===== src/rtl/muldiv_seq.sv =====
// muldiv_seq: sequential multiply/divide unit with private HI/LO registers.
// One radix-2 step per cycle: shift-add for mult, restoring shift-subtract
// for div. Signed ops run on magnitudes, and the FIX state corrects the signs.
// Ports:
//   clk, reset (async, active low)
//   startE/opE/srcaE/srcbE : op request (00 mult, 01 multu, 10 div, 11 divu)
//   cancelE                : abort an op that is still iterating
//   hiweE/loweE/wdataE     : mthi/mtlo writes, honoured only while idle
//   hlreadD                : mfhi/mflo in decode (used only to build stall)
//   busy/done/stall        : status; done is high during the FIX cycle
//   hi/lo                  : HI/LO registers
module muldiv_seq #(
  parameter  int WIDTH = 32,
  localparam int CNTW  = $clog2(WIDTH) + 1
) (
  input  logic             clk,
  input  logic             reset,
  input  logic             startE,
  input  logic [1:0]       opE,
  input  logic [WIDTH-1:0] srcaE,
  input  logic [WIDTH-1:0] srcbE,
  input  logic             cancelE,
  input  logic             hiweE,
  input  logic             loweE,
  input  logic [WIDTH-1:0] wdataE,
  input  logic             hlreadD,
  output logic             busy,
  output logic             done,
  output logic             stall,
  output logic [WIDTH-1:0] hi,
  output logic [WIDTH-1:0] lo
);

  typedef enum logic [1:0] {IDLE = 2'd0, ITER = 2'd1, FIX = 2'd2} state_e;

  localparam logic [CNTW-1:0] LAST = CNTW'(WIDTH - 1);

  state_e           state_q;
  logic             busy_q, done_q;
  logic             isdiv_q, neg_q, rneg_q, div0_q;
  logic [CNTW-1:0]  cnt_q;
  logic [WIDTH-1:0] hi_q, lo_q;
  // acc_q: partial product high half / partial remainder
  // qr_q : multiplier being shifted out / dividend shifting into quotient
  // b_q  : multiplicand magnitude / divisor magnitude
  logic [WIDTH-1:0] acc_q, qr_q, b_q;
  logic [WIDTH-1:0] acc_d, qr_d;

  // operand magnitudes (opE[0]=0 selects signed)
  logic             sa, sb;
  logic [WIDTH-1:0] absa, absb;
  assign sa   = ~opE[0] & srcaE[WIDTH-1];
  assign sb   = ~opE[0] & srcbE[WIDTH-1];
  assign absa = sa ? -srcaE : srcaE;
  assign absb = sb ? -srcbE : srcbE;

  logic [WIDTH:0]       msum, dshift, dtrial;
  logic [2*WIDTH-1:0]   prod_fix;
  logic [WIDTH-1:0]     quo_fix, rem_fix;

  always_comb begin
    msum   = {1'b0, acc_q} + (qr_q[0] ? {1'b0, b_q} : '0);
    dshift = {acc_q, qr_q[WIDTH-1]};
    // dtrial[WIDTH] is the borrow: set when the divisor does not fit
    dtrial = dshift - {1'b0, b_q};
    if (isdiv_q) begin
      acc_d = dtrial[WIDTH] ? dshift[WIDTH-1:0] : dtrial[WIDTH-1:0];
      qr_d  = {qr_q[WIDTH-2:0], ~dtrial[WIDTH]};
    end else begin
      acc_d = msum[WIDTH:1];
      qr_d  = {msum[0], qr_q[WIDTH-1:1]};
    end
    prod_fix = neg_q  ? -{acc_q, qr_q} : {acc_q, qr_q};
    quo_fix  = neg_q  ? -qr_q  : qr_q;
    // With a zero divisor the remainder ends as |a|. Restoring the
    // dividend's sign therefore returns srcaE unchanged. MIN/-1 yields
    // quotient 2^(W-1), which is already the most-negative pattern.
    rem_fix  = rneg_q ? -acc_q : acc_q;
  end

  always_ff @(posedge clk or negedge reset) begin
    if (!reset) begin
      state_q <= IDLE;
      busy_q  <= 1'b0;
      done_q  <= 1'b0;
      isdiv_q <= 1'b0;
      neg_q   <= 1'b0;
      rneg_q  <= 1'b0;
      div0_q  <= 1'b0;
      cnt_q   <= '0;
      hi_q    <= '0;
      lo_q    <= '0;
      acc_q   <= '0;
      qr_q    <= '0;
      b_q     <= '0;
    end else begin
      done_q <= 1'b0;
      case (state_q)
        IDLE: begin
          if (hiweE) hi_q <= wdataE;
          if (loweE) lo_q <= wdataE;
          if (startE && !cancelE) begin
            state_q <= ITER;
            busy_q  <= 1'b1;
            isdiv_q <= opE[1];
            neg_q   <= sa ^ sb;
            rneg_q  <= sa;
            div0_q  <= (srcbE == '0);
            cnt_q   <= '0;
            acc_q   <= '0;
            qr_q    <= absa;
            b_q     <= absb;
          end
        end
        ITER: begin
          if (cancelE) begin
            state_q <= IDLE;
            busy_q  <= 1'b0;
          end else begin
            acc_q <= acc_d;
            qr_q  <= qr_d;
            cnt_q <= cnt_q + 1'b1;
            if (cnt_q == LAST) begin
              state_q <= FIX;
              done_q  <= 1'b1;
            end
          end
        end
        FIX: begin
          // commit point: cancel no longer applies
          if (isdiv_q) begin
            hi_q <= rem_fix;
            lo_q <= div0_q ? '1 : quo_fix;
          end else begin
            {hi_q, lo_q} <= prod_fix;
          end
          state_q <= IDLE;
          busy_q  <= 1'b0;
        end
        default: begin
          state_q <= IDLE;
          busy_q  <= 1'b0;
        end
      endcase
    end
  end

  assign busy  = busy_q;
  assign done  = done_q;
  assign hi    = hi_q;
  assign lo    = lo_q;
  assign stall = busy_q & (startE | hiweE | loweE | hlreadD);

endmodule


===== config.mk =====
export PLATFORM = sky130hd
export DESIGN_NAME = muldiv_seq
export DESIGN_NICKNAME = d
export VERILOG_FILES = /design/src/rtl/muldiv_seq.sv
export SDC_FILE = /design/constraint.sdc
export NUM_CORES = 1
export LEC_CHECK = 0
export CORE_ASPECT_RATIO = 1.4
export CORE_MARGIN = 2
export CORE_UTILIZATION = 50
export CTS_CLUSTER_SIZE = 10
export DETAILED_ROUTE_END_ITERATION = 10
export PLACE_DENSITY = 0.8
export SYNTH_ARGS = -nofsm -noshare
export SYNTH_HDL_FRONTEND = slang
export SYNTH_SLANG_ARGS = --single-unit

===== constraint.sdc =====
create_clock -name clk -period 3.3 [get_ports clk]
set_input_delay 0.99 -clock clk [delete_from_list [all_inputs] [get_ports clk]]
set_output_delay 0.99 -clock clk [all_outputs]
set_load 0.02 [all_outputs]

* Word-level counts from Yosys, hierarchy flattened
Index checks and enable logic that the tools add are counted.
Word-level totals: register bits 174, bits in latches 0, bits in writable memories 0, ROM bits 0, input port bits 105, output and inout bits 67, logic and storage cells 86, memories 0
Cells by class: add/sub/neg operators 8, multiply operators 0, divide/modulo/power cells 0, order comparisons 0, eq/ne operators 9, shifts and indexed selects 0, mux-type cells 35, bitwise logic cells 9, reduce and logical (&&, ||, !) cells 12
Operators by type and width (number):
- 32-bit 2-to-1 mux | 17
- 32-bit case mux with 2 select lines | 4
- 32-bit negator | 4
- 64-bit 2-to-1 mux | 1
- 64-bit negator | 1
- 32-bit by 32-bit adder with 33-bit output | 1
- 33-bit by 32-bit subtractor with 33-bit output | 1
- 32-bit logical NOT | 1
- 6-bit 2-to-1 mux | 2
- 6-bit case mux with 2 select lines | 1
- 2-bit != test (second input constant) | 5
- 2-bit AND reduction | 5
- 6-bit by 1-bit adder with 6-bit output (second input constant) | 1
- 6-bit by 5-bit == test with 1-bit output (second input constant) | 1
- 2-bit 2-to-1 mux | 3
- 1-bit 2-to-1 mux | 5
- 2-bit case mux with 2 select lines | 1
- 2-bit nonzero test | 2
- 1-bit bitwise AND | 3
- 3-bit != test (second input constant) | 1
- 1-bit OR | 3
- 3-bit AND reduction | 1
- 2-bit by 1-bit == test with 1-bit output (second input constant) | 1
- 2-bit == test (second input constant) | 1
- 6 further kinds | 7

* Logic depth before layout (Yosys ltp)
depth in word-level cells 5, depth in mapped cells 16, gate-level depth less buffers 13

* Worst setup path before layout
Ideal clock, no wire load.
kind register -> register, from register qr_q[31], to register acc_q[13], library setup time 0.133 ns, arrival 2.969 ns, data required time 3.167 ns, slack 0.198 ns, cell stages (with the launch flop) 15, buffers on the path 2, path through dfrtp_1 -> inv_1 -> ha_1 -> fa_1 -> nor2b_1 -> o21ba_2 -> o2111ai_1 -> a21oi_1 -> o311ai_0 -> and3b_1 -> xnor2_1 -> buf_2 -> buf_2 -> mux2i_1 -> o21ai_0
On the way: word-level cells in the longest chain between the ends 5
RTL lines:
- start, declared | RTL line 46 | logic [WIDTH-1:0] acc_q, qr_q, b_q;
- start signal, assigned | RTL line 111 | qr_q <= absa;
- start signal, assigned | RTL line 121 | qr_q <= qr_d;
- 33-bit by 32-bit subtractor with 33-bit output | RTL line 65 | dtrial = dshift - {1'b0, b_q};
- 32-bit 2-to-1 mux | RTL line 67 | acc_d = dtrial[WIDTH] ? dshift[WIDTH-1:0] : dtrial[WIDTH-1:0];
- 32-bit 2-to-1 mux | RTL line 66 | if (isdiv_q) begin
- 32-bit 2-to-1 mux | RTL line 116 | if (cancelE) begin
- 32-bit case mux with 2 select lines | RTL line 98 | case (state_q)
- end signal, assigned | RTL line 93 | acc_q <= '0;
- end signal, assigned | RTL line 110 | acc_q <= '0;
- end signal, assigned | RTL line 120 | acc_q <= acc_d;
- end, declared | RTL line 46
Every way passes these cells. The select of a mux whose other input is x is not followed. A chain may end at the register's enable or synchronous reset.

* Worst setup path after layout
from register qr_q[3], to register lo_q[26] (netlist: lo[26])
On the way: word-level cells in the longest chain between the ends 5, elaborated cells on any way between the ends 7, those cells by class add/sub (2); mux (5)
RTL lines:
- 32-bit negator | RTL line 74 | quo_fix = neg_q ? -qr_q : qr_q;
- 32-bit 2-to-1 mux | RTL line 74
- 32-bit 2-to-1 mux | RTL line 133 | lo_q <= div0_q ? '1 : quo_fix;
- 32-bit 2-to-1 mux * | RTL line 131 | if (isdiv_q) begin
- 32-bit case mux with 2 select lines * | RTL line 98
- end signal, assigned | RTL line 101 | if (loweE) lo_q <= wdataE;
- end signal, assigned | RTL line 133
- end signal, assigned | RTL line 135 | {hi_q, lo_q} <= prod_fix;
- end, declared | RTL line 42 | logic [WIDTH-1:0] hi_q, lo_q;
Mark *: on every way between the ends. The rest lies on a longest branch, timed or not.

==> run_summary.xml <==
<?xml version="1.0" encoding="UTF-8"?>
<metrics>
  <group name="cells_and_area">
    <metric name="postLayoutCellArea" unit="sq um">18740</metric>
    <metric name="fill_cells" unit="">2363</metric>
    <metric name="final-seq-area" unit="sq um">4355</metric>
    <metric name="area_growth" unit="%">29.55</metric>
    <metric name="post-route-util" unit="">0.6598</metric>
    <metric name="layout-drive-gt1-share" unit="">0.1406</metric>
    <metric name="finalNetCount" unit="">2325</metric>
    <metric name="multi_input_area" unit="sq um">9632</metric>
    <metric name="antennaDiodeCount" unit="">0</metric>
  </group>
  <group name="routing">
    <metric name="drt.antenna.violating_nets" unit="">0</metric>
    <metric name="detail_route.first_pass.iterations" unit="">5</metric>
    <metric name="drt-wirelength-per-cell" unit="microns">20.35</metric>
    <metric name="route.final.wire_length" unit="microns">51640</metric>
    <metric name="route.vias.total" unit="">15725</metric>
    <metric name="vias_per_cell" unit="">6.198</metric>
    <metric name="drcViolationCount" unit="">0</metric>
    <metric name="drtIter0Drc" unit="">1259</metric>
  </group>
  <group name="place">
    <metric name="dpl.hpwl" unit="microns">39770</metric>
    <metric name="count_of_buffers_inserted_at_the_top_level_ports" unit="">171</metric>
    <metric name="placed_area" unit="sq um">17930</metric>
    <metric name="routabilityCongestion" unit="">0.9842</metric>
    <metric name="preCtsSetupSlack" unit="ps">-206.8</metric>
  </group>
  <group name="synth">
    <metric name="number_of_nets_in_the_synthesized_netlist" unit="">2028</metric>
    <metric name="synth_area" unit="sq um">14470</metric>
    <metric name="synth.mux.area_fraction" unit="">0.04117</metric>
    <metric name="yosys_warnings" unit="">0</metric>
    <metric name="synth.ff_latch_count" unit="">174</metric>
    <metric name="synth-async-reset-ratio" unit="">1.000</metric>
    <metric name="post_synth_fa_ha_maj_area_fraction" unit="">0.06244</metric>
    <metric name="synth-seq-area-share" unit="">0.3010</metric>
    <metric name="synth_enable_flop_cells" unit="">0</metric>
    <metric name="xor_xnor_share_of_the_synthesized_area" unit="">0.1047</metric>
    <metric name="synth.distinct_cells" unit="">77</metric>
    <metric name="synth_largest_area_cell" unit="">sky130_fd_sc_hd__dfrtp_1</metric>
    <metric name="post_synth.cell_area_avg" unit="sq um">7.812</metric>
    <metric name="synth_top_cells_by_area" unit="">sky130_fd_sc_hd__dfrtp_1, sky130_fd_sc_hd__o21ai_0, sky130_fd_sc_hd__xnor2_1, sky130_fd_sc_hd__nand2_1, sky130_fd_sc_hd__ha_1</metric>
    <metric name="synth-compound-area-share" unit="">0.2562</metric>
    <metric name="main_combinational_cell_family_by_area_after_synthesis" unit="">compound AO/OA/AOI/OAI gates</metric>
    <metric name="synth_cells" unit="">1852</metric>
    <metric name="synth_simple_gate_area_frac" unit="">0.1891</metric>
    <metric name="synth_top_cells_by_count" unit="">sky130_fd_sc_hd__nand2_1, sky130_fd_sc_hd__o21ai_0, sky130_fd_sc_hd__dfrtp_1</metric>
    <metric name="synth_ff_type" unit="">sky130_fd_sc_hd__dfrtp_1</metric>
    <metric name="synth.top_cell.area_share" unit="">0.3010</metric>
  </group>
  <group name="clock_tree">
    <metric name="cts_tree" unit="">built</metric>
    <metric name="cts.root.buffer_cell" unit="">sky130_fd_sc_hd__clkbuf_16</metric>
    <metric name="ctsLongestPathBuffers" unit="">2</metric>
    <metric name="ctsHtreeMaxLevel" unit="">4</metric>
    <metric name="clk_pin_slew_worst_paths" unit="ps">70</metric>
    <metric name="cts_hold_repair_buffers" unit="">0</metric>
    <metric name="cts_buffer_count" unit="">17</metric>
    <metric name="worstSkewPairLatency" unit="ps">470</metric>
    <metric name="numClockSinks" unit="">174</metric>
  </group>
  <group name="critical_path">
    <metric name="critical_path_class" unit="">reg2reg</metric>
    <metric name="timing.critical_path.arrival" unit="ps">3620</metric>
    <metric name="startpoint_type" unit="">register</metric>
    <metric name="crit_fanout" unit="">7</metric>
    <metric name="worstSetupEndpointType" unit="">register</metric>
    <metric name="required_time_worst_endpoint" unit="ps">3690</metric>
  </group>
  <group name="global_route">
    <metric name="grt_pass1_vias" unit="">15664</metric>
    <metric name="leftover_overflow_at_the_end_of_global_routing" unit="">0</metric>
    <metric name="grt_usage" unit="">0.3384</metric>
    <metric name="grt_antenna_before_repair" unit="">0</metric>
    <metric name="grt_first_pass_wirelength" unit="microns">80710</metric>
    <metric name="pin_count_of_the_biggest_net_entering_global_routing" unit="">76</metric>
  </group>
  <group name="floorplanning">
    <metric name="floorplan.die.width" unit="microns">147.8</metric>
    <metric name="initial_core_util" unit="">0.5093</metric>
    <metric name="floorplan.rows" unit="">73</metric>
    <metric name="floorplan.die_area" unit="sq um">30330</metric>
    <metric name="core" unit="sq um">28410</metric>
    <metric name="die_height" unit="microns">205.3</metric>
    <metric name="io_pins" unit="">172</metric>
  </group>
  <group name="timing">
    <metric name="final.hold.worst_slack" unit="ps">418.6</metric>
    <metric name="final_min_period_over_clock_period" unit="">0.9809</metric>
    <metric name="timing.max_slew.rel_slack" unit="">0.3534</metric>
    <metric name="finalCriticalPeriod" unit="ps">3237</metric>
    <metric name="final.setup_skew" unit="ps">8.991</metric>
    <metric name="slew_viol_final" unit="">0</metric>
    <metric name="totalNegativeSetupSlack" unit="ps">0</metric>
    <metric name="rsz0062_at_grt" unit="">yes</metric>
    <metric name="final_critical_path_setup_slack" unit="ps">63.16</metric>
    <metric name="finalHoldViolCount" unit="">0</metric>
    <metric name="fmaxAchievable" unit="GHz">0.3089</metric>
    <metric name="finalSetupViolCount" unit="">0</metric>
    <metric name="worstMarginPinSlew" unit="ps">969.9</metric>
  </group>
  <group name="power">
    <metric name="power_per_cell_area" unit="nW/um^2">763.9</metric>
    <metric name="ir_worst_vdd" unit="uV">417.6</metric>
    <metric name="p_leak" unit="nW">8.160</metric>
  </group>
  <group name="flow_run">
    <metric name="max-cap-violations" unit="">0</metric>
  </group>
  <group name="outcome">
    <metric name="outcome" unit="">finished clean</metric>
  </group>
  <group name="hold_path">
    <metric name="min_path_type" unit="">in2async</metric>
  </group>
</metrics>
-- power by group --
part           internal, mW  switching (mW)  total (mW)
sequential             2.58           0.440        3.02
combinational          4.00            5.13        9.13
clock                  1.23           0.941        2.17
-- critical path, stage by stage, from the launching register on --
cell                       delay, ps
sky130_fd_sc_hd__dfrtp_1         440
sky130_fd_sc_hd__or3_1           370
sky130_fd_sc_hd__or3_1           400
sky130_fd_sc_hd__nand2b_1        200
sky130_fd_sc_hd__or2_1           310
sky130_fd_sc_hd__or3_1           470
sky130_fd_sc_hd__o21ai_0         350
sky130_fd_sc_hd__xnor2_1         300
sky130_fd_sc_hd__o22ai_1         130
sky130_fd_sc_hd__o21ai_0         170
-- what timing repair did --
item | in CTS | in global routing
gates resized for setup | 2 | 40
pin swaps | 1 | 9
setup buffers | 3 | 4
setup endpoints to repair | 11 | 35
-- cell type report --
cell class              count  area share
multi-input cells        1507      0.5139
flip-flops and latches    174      0.2324
repair buffers            387      0.1832
clock buffers              22     0.02637
well taps                 375     0.02503
inverters                  62     0.01242
clock inverters            10    0.006676
-- layout by cell type, fill, tap and decap left out, types with 22 or more instances in the layout --
master / instances
sky130_fd_sc_hd__dfrtp_1: 173
sky130_fd_sc_hd__o22ai_1: 39
sky130_fd_sc_hd__mux2i_1: 54
sky130_fd_sc_hd__o21ai_0: 236
sky130_fd_sc_hd__nor2_1: 127
sky130_fd_sc_hd__nand2_1: 244
sky130_fd_sc_hd__xor2_1: 48
sky130_fd_sc_hd__ha_1: 68
sky130_fd_sc_hd__inv_1: 60
sky130_fd_sc_hd__nor3_1: 31
sky130_fd_sc_hd__nand3_1: 22
sky130_fd_sc_hd__clkdlybuf4s50_1: 168
sky130_fd_sc_hd__a21o_1: 22
sky130_fd_sc_hd__a22oi_1: 25
sky130_fd_sc_hd__or3_1: 25
sky130_fd_sc_hd__xnor2_1: 122
sky130_fd_sc_hd__buf_4: 207
sky130_fd_sc_hd__a21oi_1: 143
-- per-layer routing --
| metal | wire length (microns) | up-vias | part of all wire | track usage |
|---|---|---|---|---|
| met3 | 3637 | 203 | 0.070 | 0.04922 |
| met1 | 18680 | 7466 | 0.36 | 0.3707 |
| met5 | 0 | - | 0 | 0 |
| met2 | 25820 | 782 | 0.50 | 0.6063 |
| li1 | - | 7274 | - | - |
| met4 | 3503 | 0 | 0.068 | 0.2236 |
-- sequential cells by signal, indices dropped and copies added (netlist names), 2 cells and up --
name and count:
hi 32, b_q 32, acc_q 32, lo 32, cnt_q 6, state_q 2
qr_q 32
-- metrics by stage --
| stage | total power [mW] | std cells |
|---|---|---|
| after floorplan | 8.336 | 1852 |
| after global placement | 11.46 | 2499 |
| after detailed placement | 11.64 | 2499 |
| after CTS | 13.90 | 2534 |
| after global routing | 15.14 | 2537 |
| final | 14.32 | 2537 |
-- final timing paths --
path	slack (ps)	endpoint	start	cells after the start
max	60	lo[26]	qr_q[3]	9
min	420	acc_q[3]	reset	1
max reg2reg	60	lo[26]	qr_q[3]	9
min reg2reg	480	b_q[6]	b_q[6]	2
max in group asynchronous	2140	lo[25]	reset	2
min in group clk	480	b_q[6]	b_q[6]	2
-- cell families (layout without fill, tap and decap cells) --
group                    count (synthesis)  in the layout
AO/OA/AOI/OAI                          618            618
AND/OR/NAND/NOR                        586            586
flip-flops                             174            174
XOR/XNOR                               173            173
buffers and inverters                  171            481
adder cells (fa/ha/maj)                 71             71
multiplexers                            59             59
No activity file was read; power rests on OpenSTA's default activity.
